--- config.mk ---
export PLATFORM = sky130hd
export DESIGN_NAME = uart_receiver_system
export DESIGN_NICKNAME = d
export VERILOG_FILES = /design/src/rtl/uart_pkg.sv /design/src/rtl/bit_sync.sv /design/src/rtl/uart_receiver_system.sv
export SDC_FILE = /design/constraint.sdc
export NUM_CORES = 1
export LEC_CHECK = 0
export CAP_MARGIN = 20
export CORE_MARGIN = 1
export CORE_UTILIZATION = 40
export DETAILED_ROUTE_END_ITERATION = 8
export DONT_BUFFER_PORTS = 1
export GPL_TIMING_DRIVEN = 0
export PLACE_DENSITY_LB_ADDON = 0.1
export SYNTH_ARGS = -nofsm -noshare
export SYNTH_HDL_FRONTEND = slang
export SYNTH_SLANG_ARGS = --single-unit
--- constraint.sdc ---
create_clock -name clock -period 2.8 [get_ports clock]
set_input_delay 0.42 -clock clock [delete_from_list [all_inputs] [get_ports clock]]
set_output_delay 0.42 -clock clock [all_outputs]
set_load 0.05 [all_outputs]
--- src/rtl/uart_pkg.sv ---
// Definitions shared by both ends of the UART link: receiver FSM states and CRC-8/SMBUS.
// The transmitter imports this package too, so the polynomial and init value live only here.
package uart_pkg;

  typedef enum logic [2:0] {
    IDLE,
    START,
    DATA,
    STOP,
    WAIT_IDLE
  } rx_state_e;

  localparam logic [7:0] CRC8_POLY = 8'h07;
  localparam logic [7:0] CRC8_INIT = 8'h00;

  // One byte of CRC-8, MSB first, no reflection and no final XOR.
  function automatic logic [7:0] crc8_byte(input logic [7:0] crc, input logic [7:0] data);
    logic [7:0] c;
    c = crc ^ data;
    for (int i = 0; i < 8; i++) begin
      c = c[7] ? ((c << 1) ^ CRC8_POLY) : (c << 1);
    end
    return c;
  endfunction

endpackage

--- src/rtl/bit_sync.sv ---
// Two-flop synchronizer for a single asynchronous input; reset value is a parameter so
// an idle-high line does not look like a start bit while reset is released.
module bit_sync #(
  parameter logic RESET_VAL = 1'b1
) (
  input  logic clock,
  input  logic reset,
  input  logic d_i,
  output logic q_o
);

  logic meta_q;
  logic sync_q;

  always_ff @(posedge clock) begin
    if (reset) begin
      meta_q <= RESET_VAL;
      sync_q <= RESET_VAL;
    end else begin
      meta_q <= d_i;
      sync_q <= meta_q;
    end
  end

  assign q_o = sync_q;

endmodule

--- src/rtl/uart_receiver_system.sv ---
// 8N1 UART receiver: mid-bit sampling FSM, single-byte holding register with valid/read
// handshake, running CRC-8 over accepted bytes and sticky frame/overrun error flags.
module uart_receiver_system
  import uart_pkg::*;
#(
  parameter int CLKS_PER_BIT = 217
) (
  input  logic       clock,
  input  logic       reset,
  input  logic       data_in,
  input  logic       read,
  input  logic       clear,
  output logic [7:0] data_out,
  output logic       valid,
  output logic [7:0] crc8,
  output logic       frame_error,
  output logic       overrun
);

  localparam int CNT_W = $clog2(CLKS_PER_BIT);
  localparam logic [CNT_W-1:0] BIT_END  = CNT_W'(CLKS_PER_BIT - 1);
  localparam logic [CNT_W-1:0] HALF_END = CNT_W'(CLKS_PER_BIT / 2 - 1);

  logic             rx_s;
  rx_state_e        state_q;
  logic [CNT_W-1:0] bitCnt_q;
  logic [2:0]       bitIdx_q;
  logic [7:0]       shiftReg_q;
  logic [7:0]       dataOut_q, dataOut_d;
  logic             valid_q, valid_d;
  logic [7:0]       crc_q, crc_d, crcBase;
  logic             frameErr_q, frameErr_d;
  logic             overrun_q, overrun_d;
  logic             stopSample, accept, take, frameErrSet, overrunSet;

  bit_sync #(.RESET_VAL(1'b1)) u_rx_sync (
    .clock (clock),
    .reset (reset),
    .d_i   (data_in),
    .q_o   (rx_s)
  );

  assign stopSample  = (state_q == STOP) && (bitCnt_q == BIT_END);
  assign accept      = stopSample && rx_s;
  assign frameErrSet = stopSample && !rx_s;
  assign take        = accept && (!valid_q || read);
  assign overrunSet  = accept && !take;

  // clear restarts the CRC; a byte accepted in the same cycle seeds the fresh CRC.
  assign crcBase    = clear ? CRC8_INIT : crc_q;
  assign crc_d      = take ? crc8_byte(crcBase, shiftReg_q) : crcBase;
  assign dataOut_d  = take ? shiftReg_q : dataOut_q;
  assign valid_d    = take ? 1'b1 : (valid_q && !read);
  assign frameErr_d = frameErrSet | (frameErr_q & ~clear);
  assign overrun_d  = overrunSet | (overrun_q & ~clear);

  always_ff @(posedge clock) begin
    if (reset) begin
      state_q    <= IDLE;
      bitCnt_q   <= '0;
      bitIdx_q   <= '0;
      shiftReg_q <= '0;
      dataOut_q  <= '0;
      valid_q    <= 1'b0;
      crc_q      <= CRC8_INIT;
      frameErr_q <= 1'b0;
      overrun_q  <= 1'b0;
    end else begin
      dataOut_q  <= dataOut_d;
      valid_q    <= valid_d;
      crc_q      <= crc_d;
      frameErr_q <= frameErr_d;
      overrun_q  <= overrun_d;
      case (state_q)
        IDLE: begin
          if (!rx_s) begin
            state_q  <= START;
            bitCnt_q <= '0;
          end
        end
        // A start bit must still be low half a bit later, otherwise it was a glitch.
        START: begin
          if (bitCnt_q == HALF_END) begin
            bitCnt_q <= '0;
            bitIdx_q <= '0;
            state_q  <= rx_s ? IDLE : DATA;
          end else begin
            bitCnt_q <= bitCnt_q + 1'b1;
          end
        end
        DATA: begin
          if (bitCnt_q == BIT_END) begin
            shiftReg_q[bitIdx_q] <= rx_s;
            bitCnt_q             <= '0;
            bitIdx_q             <= bitIdx_q + 1'b1;
            if (bitIdx_q == 3'd7) begin
              state_q <= STOP;
            end
          end else begin
            bitCnt_q <= bitCnt_q + 1'b1;
          end
        end
        STOP: begin
          if (bitCnt_q == BIT_END) begin
            bitCnt_q <= '0;
            state_q  <= rx_s ? IDLE : WAIT_IDLE;
          end else begin
            bitCnt_q <= bitCnt_q + 1'b1;
          end
        end
        // A low stop bit may be a break; wait for the line to return high first.
        WAIT_IDLE: begin
          if (rx_s) begin
            state_q <= IDLE;
          end
        end
        default: state_q <= IDLE;
      endcase
    end
  end

  assign data_out    = dataOut_q;
  assign valid       = valid_q;
  assign crc8        = crc_q;
  assign frame_error = frameErr_q;
  assign overrun     = overrun_q;

endmodule
=== Word-level counts from Yosys, hierarchy flattened ===
Index checks and enable logic that the tools add are counted.

* Bits in registers: 43
* Input port bits: 5
* Output and inout bits: 19
* Word-level logic and storage cells: 92

* Add/subtract/negate cells: 2
* Order comparisons: 2
* Eq/ne operators: 13
* Mux-type cells: 30
* Bitwise gates (word level): 14
* Reductions and logical operators: 20

{| class="wikitable"
|+ Operator list
! kind !! count
|-
| $mux W3 || 17
|-
| $mux W8 || 5
|-
| $not A3 Y3 || 8
|-
| $pmux W8 S3 || 1
|-
| $pmux W3 S5 || 1
|-
| $add A8 B1 Y8 const B || 1
|-
| $bwmux W8 || 1
|-
| $eq A8 B7 Y1 const B || 1
|-
| $eq A8 B8 Y1 const B || 1
|-
| $ne A2 B2 Y1 const B || 4
|-
| $xor A8 B8 Y8 || 1
|-
| $logic_and A1 B1 Y1 || 7
|-
| $eq A3 B2 Y1 const B || 2
|-
| $eq A3 B3 Y1 const B || 2
|-
| $pmux W3 S2 || 1
|-
| $reduce_and A6 Y1 || 1
|-
| $logic_not A1 Y1 || 4
|-
| $lt A3 B4 Y1 const B || 1
|-
| $ne A2 B1 Y1 const B || 2
|-
| $reduce_and A2 Y1 || 2
|-
| $add A3 B1 Y3 const B || 1
|-
| $demux W1 S3 || 1
|-
| $eq A3 B1 Y1 const B || 1
|-
| $ge A3 B1 Y1 const B || 1
|-
| 11 further kinds || 14
|}

=== Depth between registers and ports, before layout ===
Gate-level depths: netlist of the first run.

* Depth in word-level cells: 19
* Depth in mapped cells: 9
* Mapped depth without buffers: 8

=== Cells and area by module ===
A second synthesis of the first run with hierarchy kept.

* Cells, all modules: 261
* Area, all modules: 2172.1 µm²

{| class="wikitable"
|+ Modules (own cells, without submodules)
! module !! times used !! cells an instance !! area each (µm²) !! seq. area each (µm²)
|-
| uart_receiver_system || 1 || 257 || 2119.5 || 820.8
|-
| bit_sync || 1 || 4 || 52.6 || 40.0
|}

=== Worst setup path before layout of the first run ===
Ideal clock, no wire load.

* Path type: register to register
* Start: reg crc_q[7] (netlist: crc8[7])
* End: reg crc_q[2] (netlist: crc8[2])
* Setup time: 123 ps
* Data arrival time: 1994 ps
* Required time: 2677 ps
* Setup slack: 683 ps
* Cell stages (with the launch flop): 7
* Buffers on the path: 0
* Period minus slack after synthesis: 2117 ps
* Cells stage by stage: dfxtp_1 -> xnor2_1 -> mux2i_1 -> xor2_1 -> xnor2_1 -> mux2i_1 -> mux2_1

* Longest elaborated chain between the ends: 7
* Elaborated cells between the ends (all ways): 9
* Those cells by class: mux (6); bitwise (3)

{| class="wikitable"
|+ RTL lines
! what !! RTL line !! text
|-
| start: declaration || uart_receiver_system.sv:31 || <nowiki>logic [7:0] crc_q, crc_d, crcBase;</nowiki>
|-
| start signal: assignment || uart_receiver_system.sv:71 || <nowiki>crc_q <= crc_d;</nowiki>
|-
| $mux W8 (*) || uart_receiver_system.sv:50 || <nowiki>assign crcBase = clear ? CRC8_INIT : crc_q;</nowiki>
|-
| $xor A8 B8 Y8 (*) || uart_pkg.sv:19 || <nowiki>c = crc ^ data;</nowiki>
|-
| $mux W3 (*) || uart_pkg.sv:21 || <nowiki>c = c[7] ? ((c << 1) ^ CRC8_POLY) : (c << 1);</nowiki>
|-
| $mux W3 / $not A3 Y3 (equally long branches) || -- ||
|-
| $not A3 Y3 (no line) / $mux W3 (equally long branches) || -- ||
|-
| $mux W3 (*) || uart_pkg.sv:21 ||
|-
| $mux W8 (*) || uart_receiver_system.sv:51 || <nowiki>assign crc_d = take ? crc8_byte(crcBase, shiftReg_q) : crcBase;</nowiki>
|}

Mark *: on every way between the ends. The rest lies on a longest branch, timed or not.
A chain may end at the register's enable or synchronous reset.

=== Worst setup path after layout of the first run ===
Ends and elaborated chain as after synthesis.

==> metrics, run 1 <==
outcome=finished clean; Sw Share=20.4%; Final Setup Violations=0; share of layout cells above drive strength 1=6.84%; Slew @ Worst Pin=615 ps; drt drc=0; Clk pwr share=46.8%; async set or reset register ratio after synthesis=0%; CTS buffer count=5; htree depth=2; share of power burned in registers=50.2%; setup TNS=0 ps; clk buf depth=2; clk slew on worst S/H paths=80 ps; VDD IR-drop max=0.000322 V; Post-DP Area=2260 um2; Ports=24; most frequent cell after synthesis=dfxtp_1; clk_skew=9.69 ps; Startpoint Class=register; Top FF cell, synth=dfxtp_1; leading area contributor after synthesis=dfxtp_1; total congestion overflow=0; Gate power share=3.0%; die height=75.8 um; P_int=979 uW; Period minus WS final=2270 ps; Final Cycle Share=81.2%; final wirelength=4610 um; maximum clock rate=0.440 GHz; Worst slew margin=58.9%; FF-to-FF setup slack=530 ps; mapped cell area=2180 um2; final net count=271; post_cts resized=0; clock sink total=43; Layout area overhead=10.3%; ANT nets after route=0; hold_buf cts=0; CTS root buffer=clkbuf_8; die width=75.8 um; Port Buffers=0; Required @ worst endpoint=2980 ps; sequential share of the synthesized area=39.6%; Synth Instances=255; switching power=250 uW; Pre-Repair DR Iteration Count=4; Worst Hold Class=input port to register; Pins Over Slew Limit=0; Arr. time, crit path=2460 ps; static leakage=0.000899 uW; RSZ-0062 raised after global routing=false; CP Class=register to register; crit end category=register; Skew-Pair Late Insertion Delay=300 ps; CTS tree=built; Syn. warnings=0; # fillers=528; Hold WS=225 ps; Initial Util=42.1%; Post-synth top cells=43 x dfxtp_1, 38 x nor2_1, 27 x a21oi_1, 22 x nand2_1, 19 x xnor2_1; Max-Cap Viols=0; syn avg cell area=8.53 um2; design area=2400 um2; Yosys reg bits=43; final hold vios=0; initial antenna violation count=0; All-Layer GR Usage=17.8%; top cells by area, synth=dfxtp_1 40%, xnor2_1 7.6%, nor2_1 6.6%, a21oi_1 6.2%, mux2i_1 5.5%; Iteration-0 DRC Markers=76; die area=5740 um2; Syn Nets=264; largest net degree at the start of global routing=15; HPWL after detailed placement=3270 um; WL/cell=13.8 um; power per standard cell area=512 nW/um2; vias in the first global route=1,539; Post-synth EDFFs=0; area share of the largest cell type after synthesis=39.6%; Placement Rows=26; vias per cell=5.10; worst-path fanout max=4; first-pass GRT wire length=7550 um; RePlAce Congestion=0.755; Yosys cell types=41; vias=1,699; core area=5170 um2; Pwr Total=1230 uW; diode count=0; postcts setup bufs=0
==> sequential cells by signal (all words and copies together), names as in the netlist <==
register          count
u_rx_sync.meta_q      1
frame_error           1
bitCnt_q              8
bitIdx_q              3
state_q               3
u_rx_sync.q_o         1
data_out              8
shiftReg_q            8
valid                 1
overrun               1
crc8                  8
==> cell families after synthesis <==
kind of cell / count (synthesis) / share of synthesized area (%)
adder cells (fa/ha/maj): 4 / 2.30
XOR/XNOR: 25 / 10.7
buffers and inverters: 20 / 3.91
multiplexers: 13 / 6.04
flip-flops: 43 / 39.6
AND/OR/NAND/NOR: 107 / 26.6
AO/OA/AOI/OAI: 43 / 10.9
==> path summary, 6_finish.rpt <==
kind                         start          endpoint  depth (start not counted)
setup reg to reg           crc8[7]           crc8[2]                          6
hold reg to reg   u_rx_sync.meta_q     u_rx_sync.q_o                          1
setup / recovery           crc8[7]           crc8[2]                          6
hold / removal             data_in  u_rx_sync.meta_q                          1
==> power by group through the flow <==
stage	Sequential, uW	Clock [uW]	Combinational [uW]
3_3_place_gp	631	0	37.6
4_1_cts	617	594	37.9
5_1_grt	617	612	42.3
6_report	616	576	37.0
2_1_floorplan	630	0	26.2
3_5_place_dp	631	0	37.6
==> critical path, cell delays in order, from the launching register on <==
cell	delay (ps)
dfxtp_1	720
xnor2_1	240
mux2i_1	260
xor2_1	190
xnor2_1	190
mux2i_1	250
mux2_1	330
==> stage by stage <==
stage | utilization (%) | cells | setup slack [ps]
floorplan | - | 255 | 683
global placement | 43.8 | 325 | 520
detailed placement | 43.8 | 325 | 536
CTS | 46.4 | 333 | 523
global route | 46.4 | 333 | 357
finish | 46.4 | 333 | 527
==> routing by layer <==
layer / up-vias / wire [um] / GRT usage (%)
li1: 883 / - / -
met1: 792 / 2440 / 25.7
met2: 19 / 1970 / 26.2
met3: 5 / 151 / 4.50
met4: 0 / 48 / 4.94
met5: - / 0 / 0
==> final cells by class <==
| cell class | instances | area [um2] | share of cell area, % |
|---|---|---|---|
| multi-input cells | 192 | 1230 | 51.3 |
| flip-flops and latches | 43 | 861 | 35.9 |
| well taps | 70 | 87.6 | 3.65 |
| clock buffers | 5 | 68.8 | 2.87 |
| clock inverters | 3 | 67.6 | 2.82 |
| plain buffers | 13 | 58.8 | 2.45 |
| inverters | 7 | 26.3 | 1.09 |
==> cells in the final DEF, fill, tap and decap left out, types with 2 or more instances in the layout <==
cell type   n
dfxtp_1    43
nor2_1     38
a21oi_1    27
nand2_1    22
xnor2_1    19
mux2i_1    12
clkbuf_1    9
o21ai_0     8
inv_1       7
nor2b_1     6
nand2b_1    5
xor2_1      5
and3_1      5
clkbuf_8    5
nand3_1     4
ha_1        4
nor3b_1     3
nor3_1      3
a22oi_1     3
nand4b_1    3
nand4_2     2
buf_2       2
or2_2       2
or3_1       2
nor4_1      2
buf_4       2
and4bb_1    2
bufinv_16   2
Power figures use the tool's default switching activity.
==> inputs of run 2 (changes only) <==
--- a/config.mk
+++ b/config.mk
@@ -5,6 +5,7 @@
 export SDC_FILE = /design/constraint.sdc
 export NUM_CORES = 1
 export LEC_CHECK = 0
+export ABC_AREA = 1
 export CAP_MARGIN = 20
 export CORE_MARGIN = 1
 export CORE_UTILIZATION = 40
==> constraint.sdc (replaced) <==
create_clock -name clock -period 2.3 [get_ports clock]
set_input_delay 0.345 -clock clock [delete_from_list [all_inputs] [get_ports clock]]
set_output_delay 0.345 -clock clock [all_outputs]
set_load 0.05 [all_outputs]
==> run 2 against run 1 <==
  * Die area increased by 8.9%
  * Wire length increased by 25%
  * Sequential power increased by 30%
  * Final area increased by 7.6%
  * Register-to-register slack got worse by 50 ps
==> metrics, run 2 <==
sequential share of the synthesized area=36.2%; Pre-Repair DR Iteration Count=4; Post-synth top cells=102 x nand2_1, 43 x dfxtp_1, 32 x nand3_1, 31 x inv_1, 30 x nor2_1; reg2reg start=crc8[7]; die area=6250 um2; Worst slew margin=58.0%; crit end category=register; mapped cell area=2370 um2; FF-to-FF setup slack=480 ps; Placement Rows=27; Yosys reg bits=43; post_cts resized=0; leading area contributor after synthesis=dfxtp_1; outcome=finished clean; Arr. time, crit path=2010 ps; hold_buf cts=0; power per standard cell area=668 nW/um2; final net count=364; CTS buffer count=5; max incr delay on CP=720 ps; largest net degree at the start of global routing=14; Skew-Pair Late Insertion Delay=290 ps; Final Cycle Share=79.2%; WL/cell=13.5 um; Final Setup Violations=0; area share of the largest cell type after synthesis=36.2%; Worst Min Path Start=data_in; Port Buffers=0; crit-path leading delay family=simple AND/OR/NAND/NOR gates; CP Class=register to register; Iteration-0 DRC Markers=116; worst-path fanout max=5; static leakage=0.00104 uW; most common cell after layout, fill and taps aside=nand2_1; Ports=24; vias in the first global route=2,016; CTS tree=built; Layout area overhead=8.75%; cell mode on critical path=nand2_1; vias=2,157; setup TNS=0 ps; fin util=46.1%; first-pass GRT wire length=9520 um; CTS root buffer=clkbuf_8; wl on met1=2770 um; Synth Instances=348; HPWL after detailed placement=4370 um; final hold vios=0; async set or reset register ratio after synthesis=0%; Pins Over Slew Limit=0; Yosys cell types=29; Syn. warnings=0; Syn Nets=357; Slew @ Worst Pin=630 ps; initial antenna violation count=0; share of layout cells above drive strength 1=11.2%; ANT nets after route=0; Post-synth EDFFs=0; WP buf/inv=1; clock sink total=43; crit-path cells=nand2_1, nand2_1, nand2_1, nand2_1, nand2_1, nand2_1, nand2_1, nand2_1, nand3_1, nand2_1, inv_1; core area=5610 um2; syn avg cell area=6.82 um2; Worst Hold Class=input port to register; maximum clock rate=0.549 GHz; final wirelength=5780 um; clk buf depth=2; Initial Util=42.3%; commonest cells after routing, fill and taps aside=102 x nand2_1, 43 x dfxtp_1, 32 x nand3_1, 31 x inv_1, 30 x nor2_1; Startpoint Class=register; Top FF cell, synth=dfxtp_1; die width=79.1 um; clk slew on worst S/H paths=80 ps; top cells by area, synth=dfxtp_1 36%, nand2_1 16%, nand3_1 6.7%, inv_1 4.9%, nor2_1 4.7%; drt drc=0; slowest CP cell=dfxtp_1; Pwr Total=1720 uW; postcts setup bufs=0; Period minus WS final=1820 ps; WL met3=249 um; die height=79.1 um; htree depth=2; All-Layer GR Usage=19.6%; max layer used=met4; RePlAce Congestion=0.847; VDD IR-drop max=0.000366 V; diode count=0; Max-Cap Viols=0; Critical path origin=crc8[7]; clk_skew=8.66 ps; total congestion overflow=0; vias per cell=5.04; Required @ worst endpoint=2490 ps; Met2 Routed Length=2730 um; RSZ-0062 raised after global routing=false; most frequent cell after synthesis=nand2_1
-- run 2: cell count changes after synthesis, sizes merged, moves of 6 or more --
cell / delta
inv: +27
mux2i: -12
nand2: +86
nand3: +31
nor2: -6
nor2b: -6
nor3: +7
o21ai: +14
xnor2: -17
-- run 2: power breakdown --
part	switching (uW)	total, uW	leakage [uW]	internal [uW]
clock	259	610	0.0000612	352
sequential	26.6	801	0.000347	774
combinational	227	313	0.000628	86.1
-- run 2: per-layer routing --
layer	GRT usage, %	vias up
li1	-	1133
met1	25.4	982
met2	33.0	40
met3	4.14	2
met4	4.91	0
met5	0	-
-- run 2: cell type report --
type,count,area [um2]
Clock buffer,6,82.6
Sequential cell,43,861
Clock inverter,2,35.0
Inverter,36,141
Tap cell,72,90.1
Buffer,9,61.3
Multi-Input combinational cell,260,1310
Fill cell,575,3030
-- run 2: cells by family after synthesis --
logic type | synth area share, %
DFF | 36.2
xor gates and xnor gates | 4.43
and+or+nand+nor | 35.7
adders and majority gates | 2.11
AOI/OAI and AO/OA | 13.0
buffers and inverters | 8.53
-- run 2: path summary, 6_finish.rpt --
kind	depth (start not counted)	to
setup / recovery	11	crc8[2]
setup reg to reg	11	crc8[2]
hold reg to reg	1	u_rx_sync.q_o
hold / removal	1	u_rx_sync.meta_q
-- run 2: worst register-to-register path: cells and delay by family, from the launching register on --
kind,cells,cell delay (ps)
buf+inv,1,40
flops,1,720
simple gates,10,980
-- run 2: stage by stage --
step | hold slack (ps) | area (um2) | worst slack, ps | std cells
finish | 157 | 2580 | 477 | 428
detailed placement | 401 | 2460 | 465 | 420
global placement | 395 | 2460 | 469 | 420
global route | 142 | 2580 | 280 | 428
floorplan | 389 | 2370 | 774 | 348
CTS | 148 | 2580 | 488 | 428
